**src/rtl/dma_read_controller_if.sv**
```systemverilog
// Bus master port bundle for the DMA read controller.
// The master side drives requests and begin strobes; the slave side answers with data.
interface dma_read_controller_if;
    logic        request;
    logic        granted;
    logic [31:0] address_data_in;
    logic        data_valid_in;
    logic        end_transaction_in;
    logic        busy_in;
    logic        error_in;
    logic [31:0] address_data_out;
    logic [3:0]  byte_enables_out;
    logic [7:0]  burst_size_out;
    logic        read_n_write_out;
    logic        begin_transaction_out;

    modport master (
        output request,
        input  granted,
        input  address_data_in,
        input  data_valid_in,
        input  end_transaction_in,
        input  busy_in,
        input  error_in,
        output address_data_out,
        output byte_enables_out,
        output burst_size_out,
        output read_n_write_out,
        output begin_transaction_out
    );

    modport slave (
        input  request,
        output granted,
        output address_data_in,
        output data_valid_in,
        output end_transaction_in,
        output busy_in,
        output error_in,
        input  address_data_out,
        input  byte_enables_out,
        input  burst_size_out,
        input  read_n_write_out,
        input  begin_transaction_out
    );
endinterface

```
**src/rtl/dma_read_controller.sv**
```systemverilog
// Bus-to-scratchpad read sequencer for the DMA custom instruction.
// Splits a block into burst reads and streams returned words into the scratchpad.
module dma_read_controller #(
    parameter int MEM_ADDR_WIDTH = 9,
    parameter int BLOCK_WIDTH    = 10
) (
    input  logic                      clock,
    input  logic                      reset,
    input  logic                      start,
    input  logic [31:0]               bus_start_address,
    input  logic [MEM_ADDR_WIDTH-1:0] mem_start_address,
    input  logic [BLOCK_WIDTH-1:0]    block_size,
    input  logic [7:0]                burst_size,
    output logic                      status_busy,
    output logic                      status_error,
    output logic                      transfer_done,
    dma_read_controller_if.master     bus,
    output logic                      mem_we,
    output logic [MEM_ADDR_WIDTH-1:0] mem_addr,
    output logic [31:0]               mem_wdata
);

    localparam int CW = ((BLOCK_WIDTH > 8) ? BLOCK_WIDTH : 8) + 1;

    typedef enum logic [2:0] {
        S_IDLE,
        S_REQUEST,
        S_BEGIN,
        S_RECEIVE,
        S_DONE
    } state_t;

    state_t                    state_q, state_d;
    logic [31:0]               bus_ptr_q, bus_ptr_d;
    logic [MEM_ADDR_WIDTH-1:0] mem_ptr_q, mem_ptr_d;
    logic [BLOCK_WIDTH-1:0]    remaining_q, remaining_d;
    logic [7:0]                beats_max_q, beats_max_d;
    logic                      busy_q, busy_d;
    logic                      error_q, error_d;
    logic                      done_q, done_d;
    logic                      request_q, request_d;
    logic                      begin_q, begin_d;
    logic                      rnw_q, rnw_d;
    logic [31:0]               addr_out_q, addr_out_d;
    logic [3:0]                be_out_q, be_out_d;
    logic [7:0]                bs_out_q, bs_out_d;

    logic                      beat;
    logic [BLOCK_WIDTH-1:0]    rem_after;
    logic [CW-1:0]             beats_cap;
    logic [CW-1:0]             rem_ext;
    logic [CW-1:0]             burst_beats;
    logic                      unused_busy_in;

    // The slave's busy flag only matters for writes.
    assign unused_busy_in = bus.busy_in;

    // A beat is stored only while words are still owed and no error rides along.
    assign beat = (state_q == S_RECEIVE) && bus.data_valid_in &&
                  !bus.error_in && (remaining_q != '0);
    assign rem_after = beat ? remaining_q - BLOCK_WIDTH'(1) : remaining_q;

    assign beats_cap   = CW'(beats_max_q) + CW'(1);
    assign rem_ext     = CW'(remaining_q);
    assign burst_beats = (beats_cap < rem_ext) ? beats_cap : rem_ext;

    // Next-state and registered-output logic of the transfer sequencer.
    always_comb begin
        state_d     = state_q;
        bus_ptr_d   = bus_ptr_q;
        mem_ptr_d   = mem_ptr_q;
        remaining_d = remaining_q;
        beats_max_d = beats_max_q;
        busy_d      = busy_q;
        error_d     = error_q;
        request_d   = request_q;
        done_d      = 1'b0;
        begin_d     = 1'b0;
        rnw_d       = 1'b0;
        addr_out_d  = '0;
        be_out_d    = '0;
        bs_out_d    = '0;
        unique case (state_q)
            S_IDLE: begin
                if (start) begin
                    error_d = 1'b0;
                    if (block_size != '0) begin
                        bus_ptr_d   = bus_start_address;
                        mem_ptr_d   = mem_start_address;
                        remaining_d = block_size;
                        beats_max_d = burst_size;
                        busy_d      = 1'b1;
                        request_d   = 1'b1;
                        state_d     = S_REQUEST;
                    end else begin
                        done_d = 1'b1;
                    end
                end
            end
            S_REQUEST: begin
                request_d = 1'b1;
                if (bus.granted && request_q) begin
                    begin_d    = 1'b1;
                    rnw_d      = 1'b1;
                    addr_out_d = bus_ptr_q;
                    be_out_d   = 4'hF;
                    bs_out_d   = 8'(burst_beats - CW'(1));
                    state_d    = S_BEGIN;
                end
            end
            S_BEGIN: begin
                state_d = S_RECEIVE;
            end
            S_RECEIVE: begin
                if (beat) begin
                    mem_ptr_d   = mem_ptr_q + MEM_ADDR_WIDTH'(1);
                    bus_ptr_d   = bus_ptr_q + 32'd4;
                    remaining_d = rem_after;
                end
                if (bus.error_in) begin
                    error_d   = 1'b1;
                    busy_d    = 1'b0;
                    request_d = 1'b0;
                    done_d    = 1'b1;
                    state_d   = S_DONE;
                end else if (bus.end_transaction_in) begin
                    request_d = 1'b0;
                    if (rem_after == '0) begin
                        busy_d  = 1'b0;
                        done_d  = 1'b1;
                        state_d = S_DONE;
                    end else begin
                        state_d = S_REQUEST;
                    end
                end
            end
            S_DONE: begin
                state_d = S_IDLE;
            end
            default: begin
                state_d = S_IDLE;
            end
        endcase
    end

    // Single state register for the FSM, its pointers and its registered outputs.
    always_ff @(posedge clock or negedge reset) begin
        if (!reset) begin
            state_q     <= S_IDLE;
            bus_ptr_q   <= '0;
            mem_ptr_q   <= '0;
            remaining_q <= '0;
            beats_max_q <= '0;
            busy_q      <= 1'b0;
            error_q     <= 1'b0;
            done_q      <= 1'b0;
            request_q   <= 1'b0;
            begin_q     <= 1'b0;
            rnw_q       <= 1'b0;
            addr_out_q  <= '0;
            be_out_q    <= '0;
            bs_out_q    <= '0;
        end else begin
            state_q     <= state_d;
            bus_ptr_q   <= bus_ptr_d;
            mem_ptr_q   <= mem_ptr_d;
            remaining_q <= remaining_d;
            beats_max_q <= beats_max_d;
            busy_q      <= busy_d;
            error_q     <= error_d;
            done_q      <= done_d;
            request_q   <= request_d;
            begin_q     <= begin_d;
            rnw_q       <= rnw_d;
            addr_out_q  <= addr_out_d;
            be_out_q    <= be_out_d;
            bs_out_q    <= bs_out_d;
        end
    end

    assign status_busy   = busy_q;
    assign status_error  = error_q;
    assign transfer_done = done_q;

    assign bus.request               = request_q;
    assign bus.begin_transaction_out = begin_q;
    assign bus.read_n_write_out      = rnw_q;
    assign bus.address_data_out      = addr_out_q;
    assign bus.byte_enables_out      = be_out_q;
    assign bus.burst_size_out        = bs_out_q;

    assign mem_we    = beat;
    assign mem_addr  = mem_ptr_q;
    assign mem_wdata = beat ? bus.address_data_in : 32'd0;

endmodule

```
**src/flat_wrapper.sv**
```systemverilog
// flat-port wrapper written by rule: the top's interface ports become plain ports
module dma_read_controller_flat 
#(
    parameter int MEM_ADDR_WIDTH = 9,
    parameter int BLOCK_WIDTH    = 10
)
  (clock, reset, start, bus_start_address, mem_start_address, block_size, burst_size, status_busy, status_error, transfer_done, mem_we, mem_addr, mem_wdata, bus_request, bus_granted, bus_address_data_in, bus_data_valid_in, bus_end_transaction_in, bus_busy_in, bus_error_in, bus_address_data_out, bus_byte_enables_out, bus_burst_size_out, bus_read_n_write_out, bus_begin_transaction_out);
  dma_read_controller_if bus_i ();
  input  logic clock;
  input  logic reset;
  input  logic start;
  input  logic [31:0] bus_start_address;
  input  logic [MEM_ADDR_WIDTH-1:0] mem_start_address;
  input  logic [BLOCK_WIDTH-1:0] block_size;
  input  logic [7:0] burst_size;
  output logic status_busy;
  output logic status_error;
  output logic transfer_done;
  output logic mem_we;
  output logic [MEM_ADDR_WIDTH-1:0] mem_addr;
  output logic [31:0] mem_wdata;
  output wire logic [$bits(bus_i.request)-1:0] bus_request;
  input wire logic [$bits(bus_i.granted)-1:0] bus_granted;
  input wire logic [$bits(bus_i.address_data_in)-1:0] bus_address_data_in;
  input wire logic [$bits(bus_i.data_valid_in)-1:0] bus_data_valid_in;
  input wire logic [$bits(bus_i.end_transaction_in)-1:0] bus_end_transaction_in;
  input wire logic [$bits(bus_i.busy_in)-1:0] bus_busy_in;
  input wire logic [$bits(bus_i.error_in)-1:0] bus_error_in;
  output wire logic [$bits(bus_i.address_data_out)-1:0] bus_address_data_out;
  output wire logic [$bits(bus_i.byte_enables_out)-1:0] bus_byte_enables_out;
  output wire logic [$bits(bus_i.burst_size_out)-1:0] bus_burst_size_out;
  output wire logic [$bits(bus_i.read_n_write_out)-1:0] bus_read_n_write_out;
  output wire logic [$bits(bus_i.begin_transaction_out)-1:0] bus_begin_transaction_out;
  assign bus_request = bus_i.request;
  assign bus_i.granted = bus_granted;
  assign bus_i.address_data_in = bus_address_data_in;
  assign bus_i.data_valid_in = bus_data_valid_in;
  assign bus_i.end_transaction_in = bus_end_transaction_in;
  assign bus_i.busy_in = bus_busy_in;
  assign bus_i.error_in = bus_error_in;
  assign bus_address_data_out = bus_i.address_data_out;
  assign bus_byte_enables_out = bus_i.byte_enables_out;
  assign bus_burst_size_out = bus_i.burst_size_out;
  assign bus_read_n_write_out = bus_i.read_n_write_out;
  assign bus_begin_transaction_out = bus_i.begin_transaction_out;
  dma_read_controller #(.MEM_ADDR_WIDTH(MEM_ADDR_WIDTH), .BLOCK_WIDTH(BLOCK_WIDTH)) u_core (.clock(clock), .reset(reset), .start(start), .bus_start_address(bus_start_address), .mem_start_address(mem_start_address), .block_size(block_size), .burst_size(burst_size), .status_busy(status_busy), .status_error(status_error), .transfer_done(transfer_done), .bus(bus_i), .mem_we(mem_we), .mem_addr(mem_addr), .mem_wdata(mem_wdata));
endmodule
```
**config.mk**
```make
export PLATFORM = sky130hd
export DESIGN_NAME = dma_read_controller_flat
export DESIGN_NICKNAME = d
export VERILOG_FILES = /design/src/rtl/dma_read_controller_if.sv /design/src/rtl/dma_read_controller.sv /design/src/flat_wrapper.sv
export SDC_FILE = /design/constraint.sdc
export NUM_CORES = 1
export LEC_CHECK = 0
export BUFFER_PORTS_ARGS = -buffer_cell sky130_fd_sc_hd__buf_2
export CORE_MARGIN = 2
export CORE_UTILIZATION = 56
export DETAILED_ROUTE_END_ITERATION = 16
export PLACE_DENSITY_LB_ADDON = 0.3
export SETUP_SLACK_MARGIN = 0.15
export SYNTH_ARGS = -nofsm -noshare
export SYNTH_HDL_FRONTEND = slang
export SYNTH_SLANG_ARGS = --single-unit
```
**constraint.sdc**
```tcl
create_clock -name clock -period 6.21 [get_ports clock]
set_input_delay 1.242 -clock clock [delete_from_list [all_inputs] [get_ports clock]]
set_output_delay 1.242 -clock clock [all_outputs]
set_load 0.01 [all_outputs]
```
==> results of run 1 <==
cell usage in the layout (no fill, tap or decap), drive strengths merged, types with 5 or more instances in the layout:
| master | instances |
|---|---|
| dfrtp | 107 |
| a211oi | 13 |
| buf | 196 |
| nor4 | 6 |
| nand4 | 12 |
| a2bb2oi | 8 |
| and3 | 78 |
| and2 | 5 |
| ha | 13 |
| mux2 | 10 |
| nand3 | 32 |
| o21ai | 42 |
| a21oi | 59 |
| nand2 | 50 |
| o22ai | 15 |
| inv | 21 |
| a31oi | 6 |
| a311oi | 7 |
| nor2 | 51 |
| xor2 | 6 |
| nor3 | 8 |
| o22a | 6 |
| clkbuf | 9 |
| mux2i | 5 |
| xnor2 | 10 |
sequential cells by signal, indices dropped and copies added (netlist names):
| register | flops |
|---|---|
| u_core.beats_max_q | 8 |
| u_core.bus.address_data_out | 32 |
| u_core.bus.burst_size_out | 8 |
| u_core.bus.byte_enables_out | 1 |
| u_core.bus.request | 1 |
| u_core.bus_ptr_q | 32 |
| u_core.mem_addr | 9 |
| u_core.remaining_q | 10 |
| u_core.state_q | 3 |
| u_core.status_busy | 1 |
| u_core.status_error | 1 |
| u_core.transfer_done | 1 |
worst paths after layout:
kind                                                       endpoint                               from  depth (start not counted)  slack, ps
min in group asynchronous  u_core.bus.address_data_out[1]$_DFF_PN0_                              reset                          1        780
min                                 u_core.status_error$_DFFE_PN0P_    u_core.status_error$_DFFE_PN0P_                          1        490
max reg2reg                  u_core.bus.burst_size_out[6]$_DFF_PN0_  u_core.beats_max_q[0]$_DFFE_PN0P_                         16       2050
max                                                          mem_we                       bus_error_in                          6       1650
max in group asynchronous            u_core.mem_addr[2]$_DFFE_PN0P_                              reset                          2       4190
min reg2reg                         u_core.status_error$_DFFE_PN0P_    u_core.status_error$_DFFE_PN0P_                          1        490
area by class of cell:
cell class	instances	area, um2
fill	872	3220
multi-input combinational	488	3030
sequential	107	2680
timing repair buffer	196	1000
tap	136	170
clock buffer	9	124
clock inverter	7	75.1
inverter	19	71.3
power groups by stage:
stage	Clock (W)	Combinational (W)	Sequential (W)
global placement	0	0.00151	0.00127
CTS	0.000450	0.00158	0.00128
global route	0.000477	0.00177	0.00133
detailed placement	0	0.00158	0.00129
finish	0.000446	0.00159	0.00129
floorplan	0	0.00115	0.00125
routing by layer:
metal	share of wire	vias up	routed length [um]	track usage
met1	0.40	2760	6570	0.356
li1	-	2746	-	-
met2	0.51	269	8230	0.499
met3	0.069	29	1120	0.0345
met5	0	-	0	0
met4	0.023	0	367	0.109
worst reg2reg max path, stage by stage, from the launching register on:
cell and delay, ps:
dfrtp_1 460, ha_1 290, and3_1 230, nand3_1 110, xor2_1 270, inv_1 70, ha_1 280, o211ai_1 90
a211o_1 300, a211oi_1 410, nor2_1 300, mux2i_1 240, ha_1 280, nor3b_1 290, xnor2_1 170, nor2_1 60
a211oi_1 220
per-stage QoR:
step / utilization / instances / hold WS [ps]
floorplan: - / 666 / 472
global placement: 0.670 / 946 / 462
detailed placement: 0.670 / 946 / 465
CTS: 0.690 / 962 / 490
global route: 0.690 / 962 / 498
finish: 0.690 / 962 / 491
logic make-up (layout without fill, tap and decap cells):
group | after synthesis | in the layout | synth area share
buffers and inverters | 71 | 231 | 0.0518
DFF | 107 | 107 | 0.446
adders and majority gates | 13 | 13 | 0.0271
AOI/OAI and AO/OA | 187 | 187 | 0.196
xor gates and xnor gates | 16 | 16 | 0.0233
and+or+nand+nor | 257 | 257 | 0.229
muxes | 15 | 15 | 0.0271
==> metrics.md, run 1 <==
| Metric | Value |
|---|---|
| Yosys top cell area share | `0.446` |
| Sw frac | `0.453` |
| Worst skew pair latency | `390 ps` |
| Total length of routed wires | `16,300 um` |
| Number of H-tree levels | `3` |
| Rel. slew slack | `0.331` |
| Worst Setup Path Type | `in -> out` |
| Final Critical Period | `4560 ps` |
| Slowest CP cell | `and2_1` |
| YS warnings | `0` |
| Peak VDD IR | `roughly 190 uV` |
| Initial antenna violation count | `0` |
| Hold_buf cts | `0` |
| Dominant cell type by area after synthesis | `dfrtp_1` |
| Via count | `5,804` |
| Placed Area | `6950 um2` |
| DIE HEIGHT | `108 um` |
| Vias per cell | `6.03` |
| DRC violations left | `0` |
| Wire per inst | `between 15 and 20 um` |
| FF+latch count, synth | `107` |
| Synthesized area | `~6000 um2` |
| CP Data Arrival Time | `3310 ps` |
| Largest stage delay on the critical path | `860 ps` |
| Post-synthesis async set-or-reset flop share | `1.00` |
| # rows | `37` |
| Most frequent cells after synthesis | `dfrtp_1, and3_1, a21oi_1` |
| CP delay by family, top | `simple AND/OR/NAND/NOR gates` |
| CTS tree | `yes` |
| Number of global-route vias before repair | `~5,500` |
| Hold WC Path Type | `reg -> reg` |
| Ant diodes | `0` |
| Most common cell type on the critical path | `buf_2` |
| Final setup margin | `1650 ps` |
| Slew Limit Fails | `0` |
| LEAKAGE | `3.67 nW` |
| NumNets Final | `around 930` |
| Primary FF master, synth | `dfrtp_1` |
| Share of cells above drive strength 1 | `0.289` |
| Die footprint | `11,600 um2` |
| Io pins | `191` |
| Startpoint Class | `primary input` |
| CP endpoint kind | `primary output` |
| Area contributors post-synth | `dfrtp_1, and3_1, a21oi_1` |
| Number of CTS-inserted buffers | `9` |
| Syn Nets | `778` |
| Global-route wire length before repair | `approximately 26,000 um` |
| Post-synth EDFFs | `0` |
| Status | `finished clean` |
| Gate power share | `0.478` |
| Pre-CTS WS | `1750 ps` |
| Max Clock Freq | `0.219 GHz` |
| Slew @ Worst Pin | `1000 ps` |
| Final worst-path cycle share | `0.734` |
| Mean Syn Cell Area | `between 9 and 10 um2` |
| Design Area, Final | `7150 um2` |
| 1st-iter DRT viols | `449` |
| Crit path cell chain | `buf_2, nor2b_1, and2_1, nand2_2, inv_1, buf_2` |
| Total clock sinks | `107` |
| GPL Wtd Cong | `a little over 0.9` |
| Skew final | `8.68 ps` |
| Drt pass-1 iters | `8` |
| Grt ovf | `0` |
| Library cells used by synthesis | `61` |
| Die X | `approximately 110 um` |
| Setup Fix Bufs, Post-CTS | `0` |
| Core area | `10,400 um2` |
| Final hold vios | `0` |
| TNS Setup | `0 ps` |
| CTS clk-pin slew, worst paths | `110 ps` |
| GRT Total Usage | `0.284` |
| Largest net degree at the start of global routing | `87` |
| Most common cell in the netlist | `dfrtp_1` |
| Overall power | `approximately 0.0033 W` |
| Root Buffer | `clkbuf_8` |
| Pwr/cell area | `between 400 and 500 nW/um2` |
| I/O Buffers | `189` |
| Sequential share of the synthesized area | `0.446` |
| Critical Path RT | `4970 ps` |
| ANT nets after route | `0` |
| Net Sw Power | `0.00151 W` |
| P&R area growth vs syn | `19.0%` |
| Clock power frac | `0.134` |
| Max-Cap Viols | `0` |
| CP bufs+invs | `3` |
| Mapped Cells | `666` |
| Crit Path Max Fanout | `37` |
| Post-DP HPWL | `11,800 um` |
| Initial Util | `0.580` |
| CTS max path bufs | `2` |
| Pint | `0.00182 W` |
| Unrepaired setup endpoints after global routing | `no` |
| Reg power frac | `0.387` |
| Final setup viols | `0` |
| Resized cells post-CTS | `0` |
Power figures use the tool's default switching activity.
==> inputs of run 2 (changes only) <==
--- a/config.mk
+++ b/config.mk
@@ -7,7 +7,7 @@
 export LEC_CHECK = 0
 export BUFFER_PORTS_ARGS = -buffer_cell sky130_fd_sc_hd__buf_2
 export CORE_MARGIN = 2
-export CORE_UTILIZATION = 56
+export CORE_UTILIZATION = 47
 export DETAILED_ROUTE_END_ITERATION = 16
 export PLACE_DENSITY_LB_ADDON = 0.3
 export SETUP_SLACK_MARGIN = 0.15
==> constraint.sdc (replaced) <==
create_clock -name clock -period 4.15 [get_ports clock]
set_input_delay 0.83 -clock clock [delete_from_list [all_inputs] [get_ports clock]]
set_output_delay 0.83 -clock clock [all_outputs]
set_load 0.01 [all_outputs]
==> metrics.md, run 2 (same netlist as run 1, synthesis figures left out) <==
| Metric | Value |
|---|---|
| Status | `finished clean` |
| TNS Setup | `0 ps (unchanged)` |
| Finished Core Util | `0.584 (-0.105)` |
| Crit Path Max Fanout | `11 (-70%)` |
| Largest stage delay on the critical path | `470 ps (-390 ps)` |
| Drt pass-1 iters | `5 (-3)` |
| Die X | `117 um (+8.8%)` |
| Area of the multi-input gates | `3050 um2 (+0.70%)` |
| Initial antenna violation count | `0 (unchanged)` |
| Core area | `12,600 um2 (+21%)` |
| Worst Setup Path Type | `reg -> reg` |
| GPL Wtd Cong | `0.940 (+3.9%)` |
| Share of cells above drive strength 1 | `0.298 (+0.00909)` |
| LEAKAGE | `3.75 nW (+2.0%)` |
| CP endpoint kind | `register` |
| Commonest non-fill, non-tap cell in the layout | `buf_2` |
| Most frequent cells in the layout | `buf_2, dfrtp_1, and3_1` |
| Root Buffer | `clkbuf_16` |
| CP Data Arrival Time | `3980 ps (+670 ps)` |
| DRC violations left | `0 (unchanged)` |
| Unrepaired setup endpoints after global routing | `no` |
| R2r endpoint | `u_core.bus.burst_size_out[6]$_DFF_PN0_` |
| Vias per cell | `5.76 (-4.6%)` |
| ANT nets after route | `0 (unchanged)` |
| Rel. slew slack | `0.215 (-0.115)` |
| Max-Cap Viols | `0 (unchanged)` |
| Worst hold slack | `486 ps (-5.40 ps)` |
| Slowest CP cell | `dfrtp_2` |
| P&R area growth vs syn | `22.2%` |
| Total length of routed wires | `16,700 um (+2.3%)` |
| CTS tree | `yes` |
| Hold path startpoint | `u_core.status_error$_DFFE_PN0P_` |
| Via count | `5,775 (-0.50%)` |
| Number of CTS-inserted buffers | `9 (unchanged)` |
| CTS clk-pin slew, worst paths | `70 ps (-40 ps)` |
| Hold-critical path depth | `1 (unchanged)` |
| Skew final | `7.98 ps (-0.691 ps)` |
| Final setup viols | `0 (unchanged)` |
| DIE HEIGHT | `117 um (+8.8%)` |
| R2R setup slack | `420 ps (-1630 ps)` |
| Largest net degree at the start of global routing | `86 (-1.1%)` |
| # rows | `41 (+11%)` |
| Hold_buf cts | `0 (unchanged)` |
| Hold WC Path Type | `reg -> reg` |
| Peak VDD IR | `423 uV (+120%)` |
| Slew Limit Fails | `0 (unchanged)` |
| Number of H-tree levels | `3 (unchanged)` |
| GRT Total Usage | `0.248 (-0.0359)` |
| Slew @ Worst Pin | `1170 ps (+170 ps)` |
| FILL cells | `1,112 (+28%)` |
| Ant diodes | `0 (unchanged)` |
| R2r worst-path depth | `18 (+2)` |
| Grt ovf | `0 (unchanged)` |
| Io pins | `191 (unchanged)` |
| NumNets Final | `939 (+0.64%)` |
| Initial Util | `0.478 (-0.101)` |
| Max Clock Freq | `0.268 GHz` |
| R2R Path Start | `u_core.beats_max_q[0]$_DFFE_PN0P_` |
| Hold EP | `u_core.status_error$_DFFE_PN0P_` |
| Critical Path RT | `4390 ps (-580 ps)` |
| Reg area | `2680 um2 (about the same)` |
| Worst skew pair latency | `340 ps (-50 ps)` |
| Number of global-route vias before repair | `5,438 (-1.4%)` |
| Global-route wire length before repair | `26,900 um (+3.5%)` |
| Startpoint Class | `register` |
| CTS max path bufs | `2 (unchanged)` |
| Setup Fix Bufs, Post-CTS | `0 (unchanged)` |
| Post-DP HPWL | `12,000 um (+1.9%)` |
| Final hold vios | `0 (unchanged)` |
| Total clock sinks | `107 (unchanged)` |
| I/O Buffers | `189 (unchanged)` |
| 1st-iter DRT viols | `483 (+7.6%)` |
| Crit path cell chain | `ha_1, and3_1, nand3_1, xor2_2, inv_1, ha_1, o211ai_1, a211o_1, a211oi_2, nor2_1, buf_4, nand2_1, nand2_1, ha_1, nor3b_1, xnor2_1, nor2_1, a211oi_1` |
| Pwr/cell area | `707 nW/um2 (+52%)` |
| Final Critical Period | `around 3700 ps` |
| Final worst-path cycle share | `0.900` |
| Most common cell type on the critical path | `ha_1` |
| Wire per inst | `16.6 um (-1.9%)` |
| Die footprint | `13,700 um2 (+18%)` |
-- run 2: cell type report --
class	instances	area share
multi-input combinational	488	0.416
sequential	107	0.365
timing repair buffer	202	0.142
clock buffer	12	0.0349
tap	172	0.0293
inverter	19	0.00971
clock inverter	3	0.00307
-- run 2: worst max path at each step --
stage,from,end,slack [ps],cells past startpoint
3_3_place_gp,u_core.beats_max_q[0]$_DFFE_PN0P_,u_core.bus.burst_size_out[6]$_DFF_PN0_,480,18
6_report,u_core.beats_max_q[0]$_DFFE_PN0P_,u_core.bus.burst_size_out[6]$_DFF_PN0_,420,18
3_5_place_dp,u_core.beats_max_q[0]$_DFFE_PN0P_,u_core.bus.burst_size_out[6]$_DFF_PN0_,290,18
4_1_cts,u_core.beats_max_q[0]$_DFFE_PN0P_,u_core.bus.burst_size_out[6]$_DFF_PN0_,270,18
5_1_grt,u_core.beats_max_q[0]$_DFFE_PN0P_,u_core.bus.burst_size_out[6]$_DFF_PN0_,200,18
2_1_floorplan,u_core.beats_max_q[0]$_DFFE_PN0P_,u_core.bus.burst_size_out[6]$_DFF_PN0_,540,17
-- run 2: where the power goes --
part	total, W	internal [W]	switching [W]
combinational	0.00244	0.00101	0.00143
clock	0.000820	0.000440	0.000380
sequential	0.00193	0.00146	0.000466
-- run 2: routing by layer --
layer,up-vias,GRT usage,share of wire
met5,-,0,0
met4,0,0.0839,0.015
met3,21,0.0299,0.064
met2,263,0.426,0.50
met1,2744,0.326,0.42
li1,2747,-,-
-- run 2: metrics by stage --
step | setup slack [ps] | total power [W] | area, um2 | std cells
2_1_floorplan | 541 | 0.00359 | 6010 | 666
3_3_place_gp | 483 | 0.00424 | 7040 | 988
3_5_place_dp | 288 | 0.00435 | 7040 | 988
4_1_cts | 269 | 0.00518 | 7320 | 1003
5_1_grt | 196 | 0.00564 | 7340 | 1003
6_report | 415 | 0.00519 | 7340 | 1003
-- run 2: worst max-delay path, delay by kind of cell (launching register included) --
kind / cells / cell delay, ps
xor gates and xnor gates: 2 / 370
and+or+nand+nor: 7 / 860
AOI/OAI and AO/OA: 4 / 910
DFF: 1 / 470
adders and majority gates: 3 / 790
buffers and inverters: 2 / 250
-- run 2: what timing repair did --
action                                 4_1_cts  5_1_grt
endpoints found under the hold margin        0        0
setup endpoints to repair                    0        3
gates resized for setup                      0        4
